<file path="config.mk">
export PLATFORM = sky130hd
export DESIGN_NAME = fetch_mem_resp
export DESIGN_NICKNAME = d
export VERILOG_FILES = /design/src/rtl/fetch_mem_resp_pkg.sv /design/src/rtl/fetch_mem_resp_icache.sv /design/src/rtl/fetch_mem_resp.sv
export SDC_FILE = /design/constraint.sdc
export NUM_CORES = 1
export LEC_CHECK = 0
export CORE_UTILIZATION = 42
export DETAILED_ROUTE_END_ITERATION = 7
export PLACE_DENSITY = 0.78
export SLEW_MARGIN = 0
export SYNTH_ARGS = -nofsm -noshare
export SYNTH_HDL_FRONTEND = slang
export SYNTH_SLANG_ARGS = --single-unit
</file>
<file path="constraint.sdc">
create_clock -name i_clk -period 1.5 [get_ports i_clk]
set_clock_uncertainty 0.05 [all_clocks]
set_input_delay 0.15 -clock i_clk [delete_from_list [all_inputs] [get_ports i_clk]]
set_output_delay 0.15 -clock i_clk [all_outputs]
set_load 0.01 [all_outputs]
</file>
<file path="src/rtl/fetch_mem_resp_pkg.sv">
// fetch_mem_resp_pkg
// Shared widths and helpers for the instruction-fetch responder.
// RW (instruction address width) and I_SIZE (instruction width) normally
// come from the project config.v. The fallbacks below are only used when
// that file has not been read ahead of this package.
`ifndef RW
`define RW 16
`endif
`ifndef I_SIZE
`define I_SIZE 32
`endif

package fetch_mem_resp_pkg;
   localparam int RW     = `RW;
   localparam int I_SIZE = `I_SIZE;
   localparam int BEAT_W = 16;   // instruction memory bus width

   // 16-bit memory word address of one half of an instruction
   function automatic logic [RW:0] beat_addr(input logic [RW-1:0] addr, input logic hi);
      return {addr, hi};
   endfunction
endpackage

</file>
<file path="src/rtl/fetch_mem_resp_icache.sv">
// icache_mem
// Tag/valid/data storage for the direct-mapped instruction cache, one
// instruction per line.
// Ports:
//   i_clk            clock
//   i_clr            clears every valid bit on the next edge (reset or invalidate)
//   rd_idx, rd_tag   combinational lookup -> rd_hit, rd_data
//   wr_en, wr_idx,
//   wr_tag, wr_data  synchronous line write (sets the line valid)
// A clear takes priority over a write landing on the same edge.
module icache_mem #(
   parameter int LINES  = 16,
   parameter int IDX_W  = $clog2(LINES),
   parameter int TAG_W  = 12,
   parameter int DATA_W = 32
) (
   input  logic              i_clk,
   input  logic              i_clr,
   input  logic [IDX_W-1:0]  rd_idx,
   input  logic [TAG_W-1:0]  rd_tag,
   output logic              rd_hit,
   output logic [DATA_W-1:0] rd_data,
   input  logic              wr_en,
   input  logic [IDX_W-1:0]  wr_idx,
   input  logic [TAG_W-1:0]  wr_tag,
   input  logic [DATA_W-1:0] wr_data
);
   logic [LINES-1:0]  valid;
   logic [TAG_W-1:0]  tag_arr  [LINES];
   logic [DATA_W-1:0] data_arr [LINES];

   assign rd_hit  = valid[rd_idx] && (tag_arr[rd_idx] == rd_tag);
   assign rd_data = data_arr[rd_idx];

   always_ff @(posedge i_clk) begin
      if (i_clr)
         valid <= '0;
      else if (wr_en)
         valid[wr_idx] <= 1'b1;
   end

   // Payload needs no reset: a line is never read as a hit until valid is set.
   always_ff @(posedge i_clk) begin
      if (wr_en) begin
         tag_arr[wr_idx]  <= wr_tag;
         data_arr[wr_idx] <= wr_data;
      end
   end
endmodule

</file>
<file path="src/rtl/fetch_mem_resp.sv">
// fetch_mem_resp
// Responder for instruction-fetch requests. Latches one request, reads the
// instruction as two 16-bit beats (low half first) from instruction memory
// and returns it with a one-cycle valid pulse. Optional direct-mapped cache.
// Build option: define ICACHE_EN to compile in the cache (LOOKUP state,
// icache_mem, i_cache_inv handling). Port list is the same either way.
// Ports:
//   i_clk, i_rst            clock, synchronous active-high reset
//   i_req_addr/i_req_active instruction request (level)
//   o_req_data/_valid       instruction and its one-cycle valid pulse
//   o_mem_addr/o_mem_req    memory beat request, held until i_mem_ack
//   i_mem_ack/i_mem_data    beat completion and data
//   i_cache_inv             invalidate all cache lines
module fetch_mem_resp
   import fetch_mem_resp_pkg::*;
#(
   parameter int ICACHE_LINES = 16
) (
   input  logic              i_clk,
   input  logic              i_rst,
   input  logic [RW-1:0]     i_req_addr,
   input  logic              i_req_active,
   output logic [I_SIZE-1:0] o_req_data,
   output logic              o_req_data_valid,
   output logic [RW:0]       o_mem_addr,
   output logic              o_mem_req,
   input  logic              i_mem_ack,
   input  logic [BEAT_W-1:0] i_mem_data,
   input  logic              i_cache_inv
);
   typedef enum logic [2:0] {
      S_IDLE   = 3'd0,
      S_LOOKUP = 3'd1,
      S_LO     = 3'd2,
      S_HI     = 3'd3,
      S_RESP   = 3'd4
   } state_t;

   state_t        state;
   logic [RW-1:0] addr_q;
   logic          ack;

   // Acks are only meaningful while a beat is being requested.
   assign ack = i_mem_ack && o_mem_req;

`ifdef ICACHE_EN
   localparam int IDX_W = $clog2(ICACHE_LINES);
   localparam int TAG_W = RW - IDX_W;

   logic              hit;
   logic [I_SIZE-1:0] hit_data;
   logic              fill_kill;   // invalidate seen during this fill
   logic              line_we;

   // Inv on the write edge itself also blocks the write.
   assign line_we = (state == S_HI) && ack && !fill_kill && !i_cache_inv;

   icache_mem #(
      .LINES  (ICACHE_LINES),
      .IDX_W  (IDX_W),
      .TAG_W  (TAG_W),
      .DATA_W (I_SIZE)
   ) u_icache_mem (
      .i_clk   (i_clk),
      .i_clr   (i_rst || i_cache_inv),
      .rd_idx  (addr_q[IDX_W-1:0]),
      .rd_tag  (addr_q[RW-1:IDX_W]),
      .rd_hit  (hit),
      .rd_data (hit_data),
      .wr_en   (line_we),
      .wr_idx  (addr_q[IDX_W-1:0]),
      .wr_tag  (addr_q[RW-1:IDX_W]),
      .wr_data ({i_mem_data, o_req_data[BEAT_W-1:0]})
   );
`else
   logic unused_nocache;
   assign unused_nocache = i_cache_inv ^ ICACHE_LINES[0];
`endif

   always_ff @(posedge i_clk) begin
      if (i_rst) begin
         state            <= S_IDLE;
         addr_q           <= '0;
         o_req_data       <= '0;
         o_req_data_valid <= 1'b0;
         o_mem_req        <= 1'b0;
         o_mem_addr       <= '0;
`ifdef ICACHE_EN
         fill_kill        <= 1'b0;
`endif
      end else begin
         o_req_data_valid <= 1'b0;
`ifdef ICACHE_EN
         if (i_cache_inv && (state == S_LOOKUP || state == S_LO || state == S_HI))
            fill_kill <= 1'b1;
`endif
         case (state)
            S_IDLE: begin
               if (i_req_active) begin
                  addr_q <= i_req_addr;
`ifdef ICACHE_EN
                  fill_kill <= 1'b0;
                  state     <= S_LOOKUP;
`else
                  state      <= S_LO;
                  o_mem_req  <= 1'b1;
                  o_mem_addr <= beat_addr(i_req_addr, 1'b0);
`endif
               end
            end
`ifdef ICACHE_EN
            S_LOOKUP: begin
               if (hit) begin
                  o_req_data       <= hit_data;
                  o_req_data_valid <= 1'b1;
                  state            <= S_RESP;
               end else begin
                  o_mem_req  <= 1'b1;
                  o_mem_addr <= beat_addr(addr_q, 1'b0);
                  state      <= S_LO;
               end
            end
`endif
            S_LO: begin
               if (ack) begin
                  o_req_data[BEAT_W-1:0] <= i_mem_data;
                  o_mem_addr             <= beat_addr(addr_q, 1'b1);
                  state                  <= S_HI;
               end
            end
            S_HI: begin
               if (ack) begin
                  o_req_data[2*BEAT_W-1:BEAT_W] <= i_mem_data;
                  o_mem_req                     <= 1'b0;
                  o_req_data_valid              <= 1'b1;
                  state                         <= S_RESP;
               end
            end
            // Request is not sampled here; the requester moves its address on
            // the valid edge, so the next latch happens in the following IDLE.
            S_RESP:  state <= S_IDLE;
            default: state <= S_IDLE;
         endcase
      end
   end
endmodule

</file>
-- Word level (Yosys, flattened, before mapping)
Cells that the tools add are included.
- input port bits: 37
- flip-flop bits (word level): 70
- equality and inequality tests: 5
- reduce and logical (&&, ||, !) cells: 11
- multiplexer cells: 11
- bitwise operators: 1
- operators by type and width (cell ; count):
    2-to-1 mux 17 bit ; 2
    case mux 17 bit (2 select lines) ; 1
    2-to-1 mux 3 bit ; 3
    case mux 3 bit (3 select lines) ; 1
    AND reduction 3 bit ; 3
    == test 3 x 2 -> 1 bit, second input constant ; 2
    != test 2 bit, second input constant ; 3
    AND reduction 2 bit ; 3
    nonzero test 2 bit ; 2
    zero test 3 bit ; 1
    2-to-1 mux 1 bit ; 3
    case mux 1 bit (2 select lines) ; 1
    OR reduction 2 bit ; 1
    logical AND 1 bit ; 1
    NOT 1 bit ; 1

-- Logic depth before layout (Yosys ltp)
Gate-level depths: netlist of the first run.
- depth in word-level cells: 3
- depth in mapped cells: 6
- depth with buffers taken out: 3

-- Least setup slack after synthesis of the first run
No wires, ideal clock.
- path kind: reg-to-reg
- start: register state[0]
- end: register addr_q[10]
- stages on the path, launching flop included: 7
- buffers on the path: 3
- clock period less this slack: 1518 ps
- path slack: -18 ps
- arrival: 1336 ps
- cell sequence: dfxtp_1 buf_4 or4b_1 buf_2 buf_2 nand2_1 a21oi_1
- word-level cells in the longest chain between the ends: 2
- ends and longest elaborated chain (what ; RTL line ; RTL):
    start, declared ; fetch_mem_resp.sv:39 ; state_t state;
    start signal, assigned ; fetch_mem_resp.sv:82 ; state <= S_IDLE;
    start signal, assigned ; fetch_mem_resp.sv:105 ; state <= S_LO;
    start signal, assigned ; fetch_mem_resp.sv:128 ; state <= S_HI;
    zero test 3 bit ; fetch_mem_resp.sv:97 ; case (state)
    AND reduction 2 bit (no line) ; n/a ;
    end signal, assigned ; fetch_mem_resp.sv:100 ; addr_q <= i_req_addr;
    end, declared ; fetch_mem_resp.sv:40 ; logic [RW-1:0] addr_q;
No other way between the ends.
A chain may end at the register's enable or synchronous reset.

-- Final worst setup path of the first run
- start: register state[2]
- end: register o_mem_addr[8]
- word-level cells in the longest chain between the ends: 3
- elaborated cells on any way between the ends: 7
- classes of those cells: eq/ne: 3; mux: 1; reduce/logical: 3
- ends and longest elaborated chain (what ; RTL line ; RTL):
    == test 3 x 2 -> 1 bit or zero test 3 bit (tied branches) ; fetch_mem_resp.sv:97 ;
    != test 2 bit (no line) or nonzero test 2 bit (tied branches) ; n/a ;
    AND reduction 3 bit (no line) ; n/a ;
    end signal, assigned ; fetch_mem_resp.sv:107 ; o_mem_addr <= beat_addr(i_req_addr, 1'b0);
    end signal, assigned ; fetch_mem_resp.sv:127 ; o_mem_addr <= beat_addr(addr_q, 1'b1);
    end, declared ; fetch_mem_resp.sv:25 ; output logic [RW:0] o_mem_addr,
Several ways; a longest one is shown, not always the timed one.

==> impl_metrics.py, run 1 <==
metrics = {
    "cells_and_area": {
        "drive_gt1_share_pct": 11.6,
        "nets": 456,
        "fin_area_mm2": 0.00411,
        "syn_to_final_growth_pct": 41.6,
        "fillers": 550,
        "final_cells": 501,
        "insertedDiodeCount": 0,
    },
    "clock_tree": {
        "clock_sinks": 70,
        "root_buffer": "clkbuf_8",
        "cts_made_buffers": 9,
        "insertion_delay_ns": 0.33,
        "cts_tree": "done",
        "cts_max_level": 3,
        "path_clk_slew_ns": 0.07,
        "cts_buffer_depth": 2,
    },
    "route": {
        "firstDrtPassIters": 4,
        "ant_nets": 0,
        "drt_iter0_drc": 67,
        "dr_total_vias": 2700,
        "drcViolationCount": 0,
        "via_per_inst": 5.39,
        "finalWirelength_um": 7310,
        "wl_per_cell_um": 14.6,
    },
    "floorplanning": {
        "die_w_um": 85.1,
        "pin_count": 88,
        "fp.dieH_um": 85.1,
        "core-area_mm2": 0.00649,
        "std_cell_rows": 29,
        "initial_core_util_pct": 44.7,
        "die_area_mm2": 0.00724,
    },
    "timing": {
        "setup_violations": 0,
        "period_share_pct": 99.1,
        "slew_viol_final": 0,
        "fin_crit_ns": 1.49,
        "setup_tns_ns": 0,
        "hold_viol": 0,
        "max_clock_freq_mhz": 673,
        "max_slew_margin_pct": 64.2,
        "worst_pin_slew_ns": 0.537,
    },
    "global_route": {
        "grt_use_total_pct": 21.1,
        "grt_antenna_before_repair": 0,
        "grt_pass1_wl_um": 12000,
        "grt_pass1_vias": 2602,
        "grtUsageMet2_pct": 35.7,
        "gr-usage-met3_pct": 9.63,
        "grt_util_met1_pct": 24.3,
        "overflow": 0,
        "grt.busiest_layer": "met2",
        "grt_start_max_net_pins": 36,
    },
    "critical_path": {
        "cpLargestDelayFamily": "compound AO/OA/AOI/OAI gates",
        "critPathBufInv": 1,
        "cp_max_fo": 14,
        "crit_chain": "or2_1 > buf_4 > a211oi_1 > a221oi_2",
        "critPathLaunchType": "flop",
        "arrival_ns": 1.64,
        "worst_path_largest_cell_delay_ns": 0.39,
        "critical_path_required_ns": 1.66,
        "critPathKind": "flop to flop",
        "cp-end-kind": "flop",
        "worst_path_max_delay_cell": "a211oi_1",
    },
    "power": {
        "intPower_w": 0.00325,
        "swShare_pct": 24.2,
        "power.share.clock_pct": 38.9,
        "powerDensity_mw_per_mm2": 1040,
        "peakVddDrop_mv": 0.767,
        "combPwrFrac_pct": 14.8,
        "p_leak_nw": 1.45,
        "switchingPower_w": 0.00104,
        "seqPwrFrac_pct": 46.3,
    },
    "logic_synthesis": {
        "synth.top_cell.area_share_pct": 48.3,
        "synth_area_mm2": 0.00290,
        "yosys_register_bits": 70,
        "synth_area_leader_cell": "dfxtp_1",
        "ys.flop_type": "dfxtp_1",
        "yosys-top-cells-count": "dfxtp_1 (70), a21oi_1 (49), nand2_1 (34)",
        "ys_async_sr_fraction_pct": 0,
        "yosysMostFrequentCell": "dfxtp_1",
        "ys_warn_count": 0,
        "avgSynthCellArea_um2": 8.63,
        "netlist_instances": 336,
        "synth_edf_count": 0,
        "ys_top_cells_by_area": "dfxtp_1 (48%), a21oi_1 (8.5%), nand3_1 (5.7%), o21ai_0 (5.5%), a221oi_2 (5.2%)",
        "yosys.cell_types.count": 27,
        "synthesis.nets": 373,
        "ys_seq_area_share_pct": 48.3,
    },
    "placed_design": {
        "portBuffers": 86,
        "dp.cells": 485,
        "place_congestion": 0.737,
        "placed_area_mm2": 0.00389,
        "hpwl_um": 4730,
    },
    "min_path": {
        "hp-class": "input pin to flop",
    },
    "outcome": {
        "status": "finished clean",
    },
    "flow_run": {
        "maxCapViolCount": 0,
    },
}
## state kept, by name, indices dropped and copies added, names as in the netlist
signal,flops
o_req_data_valid,1
o_mem_addr,17
addr_q,16
o_mem_req,1
state,3
o_req_data,32
## worst paths after layout
| check | start | to | slack [ns] | depth (start not counted) |
|---|---|---|---|---|
| worst min register to register | addr_q[12] | addr_q[12] | 0.41 | 2 |
| worst max-delay path | state[2] | o_mem_addr[8] | 0.01 | 4 |
| worst max register to register | state[2] | o_mem_addr[8] | 0.01 | 4 |
| worst min-delay path | i_rst | o_mem_req | 0.22 | 2 |
## kinds of logic after synthesis
family,Yosys count,synth area share [%]
flops,70,48.3
buf+inv,51,8.07
simple gates,98,17.2
xor+xnor,1,0.302
compound gates,116,26.1
## worst register-to-register path, delay by kind of cell (launching register included)
family                 cells  cell delay [ns]
AO/OA/AOI/OAI              2             0.50
buffers and inverters      1             0.21
AND/OR/NAND/NOR            1             0.27
flip-flops                 1             0.33
## layout make-up
type / count / area (µm²) / area share [%]
Timing Repair Buffer: 107 / 1070 / 26.0
Clock inverter: 4 / 70.1 / 1.71
Clock buffer: 12 / 145 / 3.53
Sequential cell: 70 / 1400 / 34.1
Multi-Input combinational cell: 215 / 1260 / 30.8
Inverter: 16 / 60.1 / 1.46
Tap cell: 77 / 96.3 / 2.35
## placed cells by master, fill, tap and decap left out, drive strengths merged, types with 3 or more instances in the layout
cell / n
nor2: 3
inv: 16
a21oi: 49
a211oi: 16
clkbuf: 12
nor2b: 17
o21ai: 32
buf: 22
nor3: 4
nand3: 33
a221oi: 16
nand2: 34
dfxtp: 70
clkdlybuf4s50: 83
## layer usage
layer	routed length, µm	part of all wire, %
met5	0	0
met2	3520	48
met4	28	0.38
met3	777	11
met1	2980	41
## through the flow
step / hold slack, ns / total power, W / worst slack [ns] / utilization [%]
final: 0.220 / 0.00429 / 0.0135 / 63.2
after global routing: 0.239 / 0.00447 / -0.0434 / 63.2
after CTS: 0.214 / 0.00432 / 0.0251 / 63.1
after detailed placement: 0.398 / 0.00266 / -0.136 / 59.8
after global placement: 0.392 / 0.00264 / -0.111 / 59.8
after floorplan: 0.236 / 0.00236 / 0.0110 / -
## power by group through the flow
stage          Sequential (W)  Combinational [W]  Clock, W
2_1_floorplan         0.00205           0.000313         0
3_5_place_dp          0.00203           0.000630         0
6_report              0.00199           0.000633   0.00167
4_1_cts               0.00198           0.000634   0.00170
5_1_grt               0.00200           0.000688   0.00178
3_3_place_gp          0.00202           0.000620         0
## what timing repair did
item,in CTS,in global routing
gates resized for setup,1,3
setup buffers,0,0
hold buffers,0,0
setup endpoints to repair,1,6
hold endpoints to repair,0,0
Note: power is estimated with default switching activity, not from simulation.
==> run 2, diff against run 1 <==
--- a/config.mk
+++ b/config.mk
@@ -5,6 +5,7 @@
 export SDC_FILE = /design/constraint.sdc
 export NUM_CORES = 1
 export LEC_CHECK = 0
+export CORE_MARGIN = 4
 export CORE_UTILIZATION = 42
 export DETAILED_ROUTE_END_ITERATION = 7
 export PLACE_DENSITY = 0.78
==> impl_metrics.py, run 2 (synthesized netlist as in run 1, its figures left out) <==
metrics = {
    "route": {
        "drt_iter0_drc": 82,
        "drcViolationCount": 0,
        "finalWirelength_um": 7610,
        "ant_nets": 0,
        "wl_per_cell_um": 15.1,
        "dr_total_vias": 2702,
        "firstDrtPassIters": 4,
        "via_per_inst": 5.37,
    },
    "placed_design": {
        "place_congestion": 0.781,
        "placed_area_mm2": 0.00389,
        "hpwl_um": 5050,
        "portBuffers": 86,
        "dpl_worst_slack_ns": -0.131,
    },
    "clock_tree": {
        "root_buffer": "clkbuf_8",
        "path_clk_slew_ns": 0.07,
        "clock_sinks": 70,
        "cts_made_buffers": 9,
        "insertion_delay_ns": 0.34,
        "cts_tree": "done",
        "cts_max_level": 3,
        "cts_buffer_depth": 2,
        "cts_setup_buffers": 0,
        "hold_buffers": 0,
        "cts_resized": 1,
    },
    "critical_path": {
        "cp_max_fo": 2,
        "crit_chain": "clkdlybuf4s50_1",
        "critical_path_required_ns": 1.30,
        "worst_path_max_delay_cell": "clkdlybuf4s50_1",
        "worst_path_largest_cell_delay_ns": 0.55,
        "cpLargestDelayFamily": "buffers and inverters",
        "cp-end-kind": "output pin",
        "critPathKind": "flop to output pin",
        "critPathLaunchType": "flop",
        "critPathBufInv": 1,
        "arrival_ns": 1.24,
    },
    "timing": {
        "rsz0062_at_grt": "no",
        "slew_viol_final": 0,
        "final.setup.worst_slack_ns": 0.0554,
        "setup_violations": 0,
        "period_share_pct": 96.3,
        "max_clock_freq_mhz": 692,
        "fin_crit_ns": 1.44,
        "max_slew_margin_pct": 74.7,
        "worst_pin_slew_ns": 0.380,
        "hold_viol": 0,
    },
    "cells_and_area": {
        "drive_gt1_share_pct": 10.9,
        "insertedDiodeCount": 0,
        "reg_top3": "o_req_data x32, o_mem_addr x17, addr_q x16",
        "largest_register_ffs": 32,
        "syn_to_final_growth_pct": 39.6,
        "fillers": 592,
        "final_cell_mix": "clkdlybuf4s50_1 (80), dfxtp_1 (69), a21oi_1 (49), nand2_1 (34), nand3_1 (33)",
        "largest-register": "o_req_data",
        "fin_area_mm2": 0.00405,
        "nets": 456,
        "layout.cells.most_common": "clkdlybuf4s50_1",
        "final_util_pct": 59.9,
    },
    "power": {
        "powerDensity_mw_per_mm2": 951,
        "p_leak_nw": 1.47,
        "peakVddDrop_mv": 0.587,
    },
    "global_route": {
        "grt_start_max_net_pins": 36,
        "grt_pass1_wl_um": 12700,
        "grt_use_total_pct": 19.0,
        "grt_pass1_vias": 2687,
        "grt_antenna_before_repair": 0,
        "overflow": 0,
    },
    "floorplanning": {
        "pin_count": 88,
        "die_w_um": 91.1,
        "die_area_mm2": 0.00830,
        "fp.dieH_um": 91.1,
        "initial_core_util_pct": 42.9,
        "std_cell_rows": 30,
        "core-area_mm2": 0.00676,
    },
    "min_path": {
        "hp-class": "input pin to flop",
    },
    "outcome": {
        "status": "finished clean",
    },
    "flow_run": {
        "maxCapViolCount": 0,
    },
}
[run 2: cell count changes in the layout (fill, tap and decap cells not counted), sizes merged]
cell,delta
clkdlybuf4s50,-3
dlymetal6s2s,+3
bufinv,-2
clkbuf,+1
[run 2: final cells by class]
type | instances | area (µm²) | share of cell area, %
Sequential cell | 70 | 1400 | 34.6
Multi-Input combinational cell | 215 | 1260 | 31.2
Timing Repair Buffer | 107 | 1070 | 26.5
Clock buffer | 13 | 139 | 3.43
Tap cell | 80 | 100 | 2.47
Inverter | 16 | 60.1 | 1.48
Clock inverter | 2 | 10.0 | 0.247
[run 2: metal layers]
| metal | up-vias | GRT usage (%) | routed length (µm) |
|---|---|---|---|
| met4 | 0 | 5.78 | 110 |
| met2 | 93 | 30.2 | 3630 |
| met1 | 1254 | 22.7 | 3180 |
| li1 | 1343 | - | - |
| met5 | - | 0 | 0 |
| met3 | 12 | 8.95 | 680 |
[run 2: path summary, 6_finish.rpt]
check	startpoint	end	slack [ns]	cells after the start
max reg2reg	state[2]	o_mem_addr[6]	0.13	4
max	o_req_data[24]	o_req_data[24]	0.06	1
min reg2reg	addr_q[6]	addr_q[6]	0.41	2
min	i_rst	o_mem_req	0.16	2
[run 2: per-stage QoR]
| stage | std cells | hold WS (ns) | setup TNS (ns) | power, W |
|---|---|---|---|---|
| 2_1_floorplan | 336 | 0.236 | 0 | 0.00236 |
| 3_3_place_gp | 488 | 0.392 | -2.56 | 0.00264 |
| 3_5_place_dp | 488 | 0.397 | -3.67 | 0.00266 |
| 4_1_cts | 503 | 0.151 | 0 | 0.00389 |
| 5_1_grt | 503 | 0.189 | 0 | 0.00404 |
| 6_report | 503 | 0.158 | 0 | 0.00385 |
[run 2: where the power goes]
group	internal, W	switching (W)	total, W
registers	0.00194	0.0000451	0.00199
logic	0.000326	0.000299	0.000626
clock network	0.000588	0.000650	0.00124
total	0.00286	0.000995	0.00385
